===== config.mk =====
export PLATFORM = sky130hd
export DESIGN_NAME = alu_seq_nbits
export DESIGN_NICKNAME = d
export VERILOG_FILES = /design/src/rtl/alu_pkg.sv /design/src/rtl/cla_nbits.sv /design/src/rtl/alu_seq_nbits.sv
export SDC_FILE = /design/constraint.sdc
export NUM_CORES = 1
export LEC_CHECK = 0
export BUFFER_PORTS_ARGS = -buffer_cell sky130_fd_sc_hd__buf_2
export CAP_MARGIN = 30
export CORE_MARGIN = 3
export CORE_UTILIZATION = 55
export CTS_CLUSTER_DIAMETER = 50
export CTS_CLUSTER_SIZE = 14
export DETAILED_ROUTE_END_ITERATION = 8
export GPL_TIMING_DRIVEN = 0
export HOLD_SLACK_MARGIN = 0.06
export PLACE_DENSITY = 0.75
export SYNTH_ARGS = -nofsm -noshare
export SYNTH_HDL_FRONTEND = slang
export SYNTH_SLANG_ARGS = --single-unit

===== constraint.sdc =====
create_clock -name clk -period 5.7 [get_ports clk]
set_input_delay 0.285 -clock clk [delete_from_list [all_inputs] [get_ports clk]]
set_output_delay 0.285 -clock clk [all_outputs]
set_load 0.005 [all_outputs]

===== src/rtl/alu_pkg.sv =====
// Shared types and constants for the sequential ALU and its helpers.
package alu_pkg;

  typedef enum logic [3:0] {
    ADD   = 4'd0,
    SUB   = 4'd1,
    AND   = 4'd2,
    OR    = 4'd3,
    XOR   = 4'd4,
    SHL   = 4'd5,
    SHR   = 4'd6,
    SRA   = 4'd7,
    MUL   = 4'd8,
    PASSA = 4'd9
  } alu_op_e;

  typedef enum logic [1:0] {
    IDLE = 2'd0,
    EXEC = 2'd1,
    DONE = 2'd2
  } alu_state_e;

  // Bit positions inside flags_o = {ERR,V,N,Z,C}
  localparam int FLG_C     = 0;
  localparam int FLG_Z     = 1;
  localparam int FLG_N     = 2;
  localparam int FLG_V     = 3;
  localparam int FLG_ERR   = 4;
  localparam int NUM_FLAGS = 5;

  // Ops that may need the iterative datapath (shifts only when amount > 0)
  function automatic logic is_iterative(logic [3:0] op);
    return (op == SHL) || (op == SHR) || (op == SRA) || (op == MUL);
  endfunction

endpackage


===== src/rtl/cla_nbits.sv =====
// Parametrised combinational carry-lookahead adder.
// Every carry is a flat sum-of-products of generate/propagate terms, so no
// carry depends on another carry.
module cla_nbits #(
  parameter int WIDTH = 8
) (
  input  logic [WIDTH-1:0] a_i,
  input  logic [WIDTH-1:0] b_i,
  input  logic             c_i,
  output logic [WIDTH-1:0] sum_o,
  output logic             c_o
);

  logic [WIDTH-1:0] gen;
  logic [WIDTH-1:0] prop;
  logic [WIDTH:0]   carry;

  for (genvar gi = 0; gi < WIDTH; gi++) begin : g_bit
    assign gen[gi]   = a_i[gi] & b_i[gi];
    assign prop[gi]  = a_i[gi] ^ b_i[gi];
    assign sum_o[gi] = prop[gi] ^ carry[gi];
  end

  // Expand carry[i] = g[i-1] | p[i-1]g[i-2] | ... | p[i-1..0]c_i
  always_comb begin
    logic prod;
    carry    = '0;
    carry[0] = c_i;
    prod     = 1'b1;
    for (int i = 1; i <= WIDTH; i++) begin
      prod     = 1'b1;
      carry[i] = 1'b0;
      for (int j = i - 1; j >= 0; j--) begin
        carry[i] = carry[i] | (prod & gen[j]);
        prod     = prod & prop[j];
      end
      carry[i] = carry[i] | (prod & c_i);
    end
  end

  assign c_o = carry[WIDTH];

endmodule


===== src/rtl/alu_seq_nbits.sv =====
// Multi-cycle N-bit ALU: single-cycle ops finish on the accept edge, shifts
// move one bit per cycle and MUL runs a WIDTH-step shift-add. The result and
// flags are registered and held until the consumer takes them.
module alu_seq_nbits
  import alu_pkg::*;
#(
  parameter  int WIDTH = 8,
  localparam int SHW   = $clog2(WIDTH)
) (
  input  logic                 clk,
  input  logic                 rst,
  input  logic                 in_valid,
  output logic                 in_ready,
  input  logic [3:0]           op_i,
  input  logic [WIDTH-1:0]     a_i,
  input  logic [WIDTH-1:0]     b_i,
  output logic                 out_valid,
  input  logic                 out_ready,
  output logic [WIDTH-1:0]     y_o,
  output logic [NUM_FLAGS-1:0] flags_o
);

  // Counter must be able to hold WIDTH for the MUL iteration count
  localparam int CW = $clog2(WIDTH + 1);

  alu_state_e           state_q, state_d;
  logic [3:0]           op_q, op_d;
  logic [WIDTH-1:0]     work_q, work_d;
  logic [2*WIDTH-1:0]   acc_q, acc_d;
  logic [CW-1:0]        cnt_q, cnt_d;
  logic [WIDTH-1:0]     y_q, y_d;
  logic [NUM_FLAGS-1:0] flags_q, flags_d;

  logic [SHW-1:0]       amt_i;
  logic                 start_iter;
  logic                 last_iter;

  logic [WIDTH-1:0]     cla_a, cla_b, cla_sum;
  logic                 cla_cin, cla_cout;

  assign amt_i      = b_i[SHW-1:0];
  assign start_iter = is_iterative(op_i) && ((op_i == MUL) || (amt_i != '0));
  assign last_iter  = (cnt_q == CW'(1));

  function automatic logic [NUM_FLAGS-1:0] pack_flags(
    input logic [WIDTH-1:0] y,
    input logic             c,
    input logic             v,
    input logic             err
  );
    logic [NUM_FLAGS-1:0] f;
    f          = '0;
    f[FLG_C]   = c;
    f[FLG_Z]   = (y == '0);
    f[FLG_N]   = y[WIDTH-1];
    f[FLG_V]   = v;
    f[FLG_ERR] = err;
    return f;
  endfunction

  cla_nbits #(.WIDTH(WIDTH)) u_cla (
    .a_i   (cla_a),
    .b_i   (cla_b),
    .c_i   (cla_cin),
    .sum_o (cla_sum),
    .c_o   (cla_cout)
  );

  // Adder operands: live inputs for ADD/SUB at accept, partial product during EXEC
  always_comb begin
    cla_a   = a_i;
    cla_b   = (op_i == SUB) ? ~b_i : b_i;
    cla_cin = (op_i == SUB);
    if (state_q == EXEC) begin
      cla_a   = acc_q[2*WIDTH-1:WIDTH];
      cla_b   = work_q;
      cla_cin = 1'b0;
    end
  end

  // Next-state logic
  always_comb begin
    state_d = state_q;
    case (state_q)
      IDLE:    if (in_valid) state_d = start_iter ? EXEC : DONE;
      EXEC:    if (last_iter) state_d = DONE;
      DONE:    if (out_ready) state_d = IDLE;
      default: state_d = IDLE;
    endcase
  end

  // Datapath: latch operands on accept, iterate in EXEC, capture result on DONE entry
  always_comb begin
    logic [WIDTH-1:0] res;
    logic             c_bit, v_bit, err_bit, load;
    op_d    = op_q;
    work_d  = work_q;
    acc_d   = acc_q;
    cnt_d   = cnt_q;
    y_d     = y_q;
    flags_d = flags_q;
    res     = '0;
    c_bit   = 1'b0;
    v_bit   = 1'b0;
    err_bit = 1'b0;
    load    = 1'b0;

    if ((state_q == IDLE) && in_valid) begin
      op_d = op_i;
      if (start_iter) begin
        work_d = a_i;
        acc_d  = {{WIDTH{1'b0}}, b_i};
        cnt_d  = (op_i == MUL) ? CW'(WIDTH) : CW'(amt_i);
      end else begin
        load = 1'b1;
        case (op_i)
          ADD: begin
            res   = cla_sum;
            c_bit = cla_cout;
            v_bit = (a_i[WIDTH-1] == b_i[WIDTH-1]) && (res[WIDTH-1] != a_i[WIDTH-1]);
          end
          SUB: begin
            res   = cla_sum;
            c_bit = cla_cout;
            v_bit = (a_i[WIDTH-1] ^ b_i[WIDTH-1]) & (a_i[WIDTH-1] ^ res[WIDTH-1]);
          end
          AND:                   res = a_i & b_i;
          OR:                    res = a_i | b_i;
          XOR:                   res = a_i ^ b_i;
          SHL, SHR, SRA, PASSA:  res = a_i;  // zero-amount shifts pass A through
          default: begin
            res     = '0;
            err_bit = 1'b1;
          end
        endcase
      end
    end else if (state_q == EXEC) begin
      cnt_d = cnt_q - CW'(1);
      case (op_q)
        SHL: begin
          work_d = {work_q[WIDTH-2:0], 1'b0};
          c_bit  = work_q[WIDTH-1];
        end
        SHR: begin
          work_d = {1'b0, work_q[WIDTH-1:1]};
          c_bit  = work_q[0];
        end
        SRA: begin
          work_d = {work_q[WIDTH-1], work_q[WIDTH-1:1]};
          c_bit  = work_q[0];
        end
        MUL: begin
          acc_d = acc_q[0] ? {cla_cout, cla_sum, acc_q[WIDTH-1:1]}
                           : {1'b0, acc_q[2*WIDTH-1:1]};
        end
        default: ;
      endcase
      if (op_q == MUL) begin
        res   = acc_d[WIDTH-1:0];
        v_bit = (acc_d[2*WIDTH-1:WIDTH] != '0);
        c_bit = 1'b0;
      end else begin
        res = work_d;
      end
      load = last_iter;
    end

    if (load) begin
      y_d     = res;
      flags_d = pack_flags(res, c_bit, v_bit, err_bit);
    end
  end

  // State and datapath registers
  always_ff @(posedge clk) begin
    if (rst) begin
      state_q <= IDLE;
      op_q    <= '0;
      work_q  <= '0;
      acc_q   <= '0;
      cnt_q   <= '0;
      y_q     <= '0;
      flags_q <= '0;
    end else begin
      state_q <= state_d;
      op_q    <= op_d;
      work_q  <= work_d;
      acc_q   <= acc_d;
      cnt_q   <= cnt_d;
      y_q     <= y_d;
      flags_q <= flags_d;
    end
  end

  // Handshake and result outputs
  always_comb begin
    in_ready  = (state_q == IDLE);
    out_valid = (state_q == DONE);
    y_o       = y_q;
    flags_o   = flags_q;
  end

endmodule


==> results.ini <==
[sta]
rsz0062_at_grt = no
skew_ns = 0.00588
max-slew-margin-rel_pct = 14.8
fmaxAchievable_mhz = 232
fin_setup_tns_ns = 0
finalCritPeriodShare_pct = 75.6
hold_violations = 0
final-setup-viol-count = 0
tightestPinTransition_ns = 1.27
period_minus_slack_ns = 4.31
final_max_slew_viol_count = 0

[worst_setup_path]
worstPathArrival_ns = 4.57
start_kind = flip-flop
crit_type = reg -> reg
rrSetupSlack_ns = 1.39
crit_required_ns = 5.96
cp-end-kind = flip-flop
cp_max_fo = 10

[run_status]
outcome = complete, no violations

[synthesis]
synth_commonest_cells = nor2_1 (68), nand2_1 (58), dfxtp_1 (46)
syn_area_per_cell_um2 = 7.29
syn_inst = 524
ys_ff_latch = 46
yosysWarnings = 0
yosysTopAreaCell = dfxtp_1
netlist-cell-type-count = 63
synth_edf_count = 0
synthMostInstantiatedCell = nor2_1
syn_nets = 575
synth_top_area_share_pct = 24.1
synth-seq-area-share_pct = 24.1
synthArstFlopShare_pct = 0
netlist_area_um2 = 3820
synth_area_leaders = dfxtp_1 (24%), ha_1 (8.5%), nor2_1 (6.7%)
synth_flop_cell = dfxtp_1

[die]
io_pins = 39
die_height_um = 89.3
fp.coreArea_um2 = 6530
die_area_um2 = 7980
initial_utilization_pct = 58.5
rows = 29
die_w_um = 89.3

[clocking]
clk_path_buf_depth = 2
cts_resized = 0
cts_buffers = 5
cts_hold_buf = 0
clkSinkCount = 46
htreeDepth = 2
postCtsSetupBuffers = 0
path_clk_slew_ns = 0.10
cts_tree = done
worstSkewPairLatency_ns = 0.31
cts_root_buf = clkbuf_8

[power]
powerDensity_nw_per_um2 = 225
irDropWorstVdd_uv = 134
p_leak_nw = 1.64

[final_layout]
final_core_util_pct = 64.5
area_delta_synth_final_pct = 10.3
nNetsFinal = 619
antenna_cells = 0
drive_gt1_share_pct = 11.8

[drt]
drt-total-wl_um = 13100
drtIter0Drc = 722
firstDrtPassIters = 5
vias = 4333
drc_errors = 0
antenna_left = 0
post_drt_wl_per_cell_um = 20.3
via_per_inst = 6.71

[hold_path]
hp-class = in -> reg

[global_routing]
track_usage_pct = 33.9
overflow = 0
grt_max_degree = 15
grt_pass1_vias = 3815
antenna_found_initial = 0
grt_pass1_wl_um = 20400

[placement]
io_buffers = 37
place_hpwl_um = 9880
gp_congestion = 1.03

[run]
maxCapViolations = 0

sequential cells by signal, summed over array words and instances, names as in the netlist:
register	flops
flags_o	5
cnt_q	4
op_q	4
work_q	8
state_q	2
acc_q	16
y_o	7
power breakdown:
part           internal, W  leakage (nW)  switching, W
clock network     0.000131        0.0514      0.000131
logic             0.000120          1.21      0.000204
registers         0.000344         0.376     0.0000193
per-stage QoR:
step | instances | cell area (um^2) | hold WS [ns] | total power (W) | setup slack (ns)
after floorplan | 524 | 3820 | 0.444 | 0.000582 | 2.40
after global placement | 638 | 4100 | 0.467 | 0.000675 | 1.56
after detailed placement | 638 | 4100 | 0.474 | 0.000682 | 1.57
after CTS | 646 | 4210 | 0.265 | 0.000933 | 1.53
after global routing | 646 | 4210 | 0.296 | 0.000988 | 1.11
final | 646 | 4210 | 0.262 | 0.000949 | 1.39
placed cells by master, fill, tap and decap left out, drive strengths merged, types with 6 or more instances in the layout:
cell,n
nor2,68
o21ai,44
nand2,58
a21oi,39
xnor2,12
a211oi,28
ha,26
nand3,7
nor3,18
dfxtp,46
inv,24
clkbuf,29
a22o,6
a22oi,8
nor2b,7
buf,52
critical path, stage by stage, from the launching register on:
cell and delay, ns:
dfxtp_1 0.44, nor2b_1 0.41, clkbuf_1 0.48, buf_1 0.46, nand2_1 0.12, o21ai_0 0.10
ha_1 0.30, a21o_1 0.22, a221o_1 0.35, or2_2 0.33, xor2_1 0.17, a211oi_1 0.47
and4b_1 0.27, a31o_1 0.13
cell type report:
cell class              instances  area, um^2
multi-input cells             416        2630
fillers                       606        2320
flip-flops and latches         46         921
repair buffers                 37         185
plain buffers                  38         174
well taps                      77        96.3
inverters                      24        90.1
clock buffers                   6        72.6
clock inverters                 2        37.5
worst paths after layout:
| check | start | cells after the start | end |
|---|---|---|---|
| hold reg to reg | acc_q[15] | 2 | acc_q[15] |
| setup / recovery | state_q[0] | 13 | flags_o[1] |
| hold / removal | out_ready | 4 | state_q[1] |
| setup reg to reg | state_q[0] | 13 | flags_o[1] |
cell families after synthesis:
group                      Yosys count  synth area share [%]
buffers and inverters               62                  6.91
AOI/OAI and AO/OA                  176                  30.6
and+or+nand+nor                    194                  24.4
xor gates and xnor gates            14                  3.57
adders and majority gates           27                  9.04
DFF                                 46                  24.1
muxes                                5                  1.31
layer usage:
layer | vias to the layer above | share of wire (%) | GRT usage, %
li1 | 1982 | - | -
met1 | 1938 | 41 | 46.5
met2 | 349 | 42 | 52.6
met3 | 64 | 12 | 5.99
met4 | 0 | 4.5 | 13.1
met5 | - | 0 | 0
(Power assumes the default switching activity.)
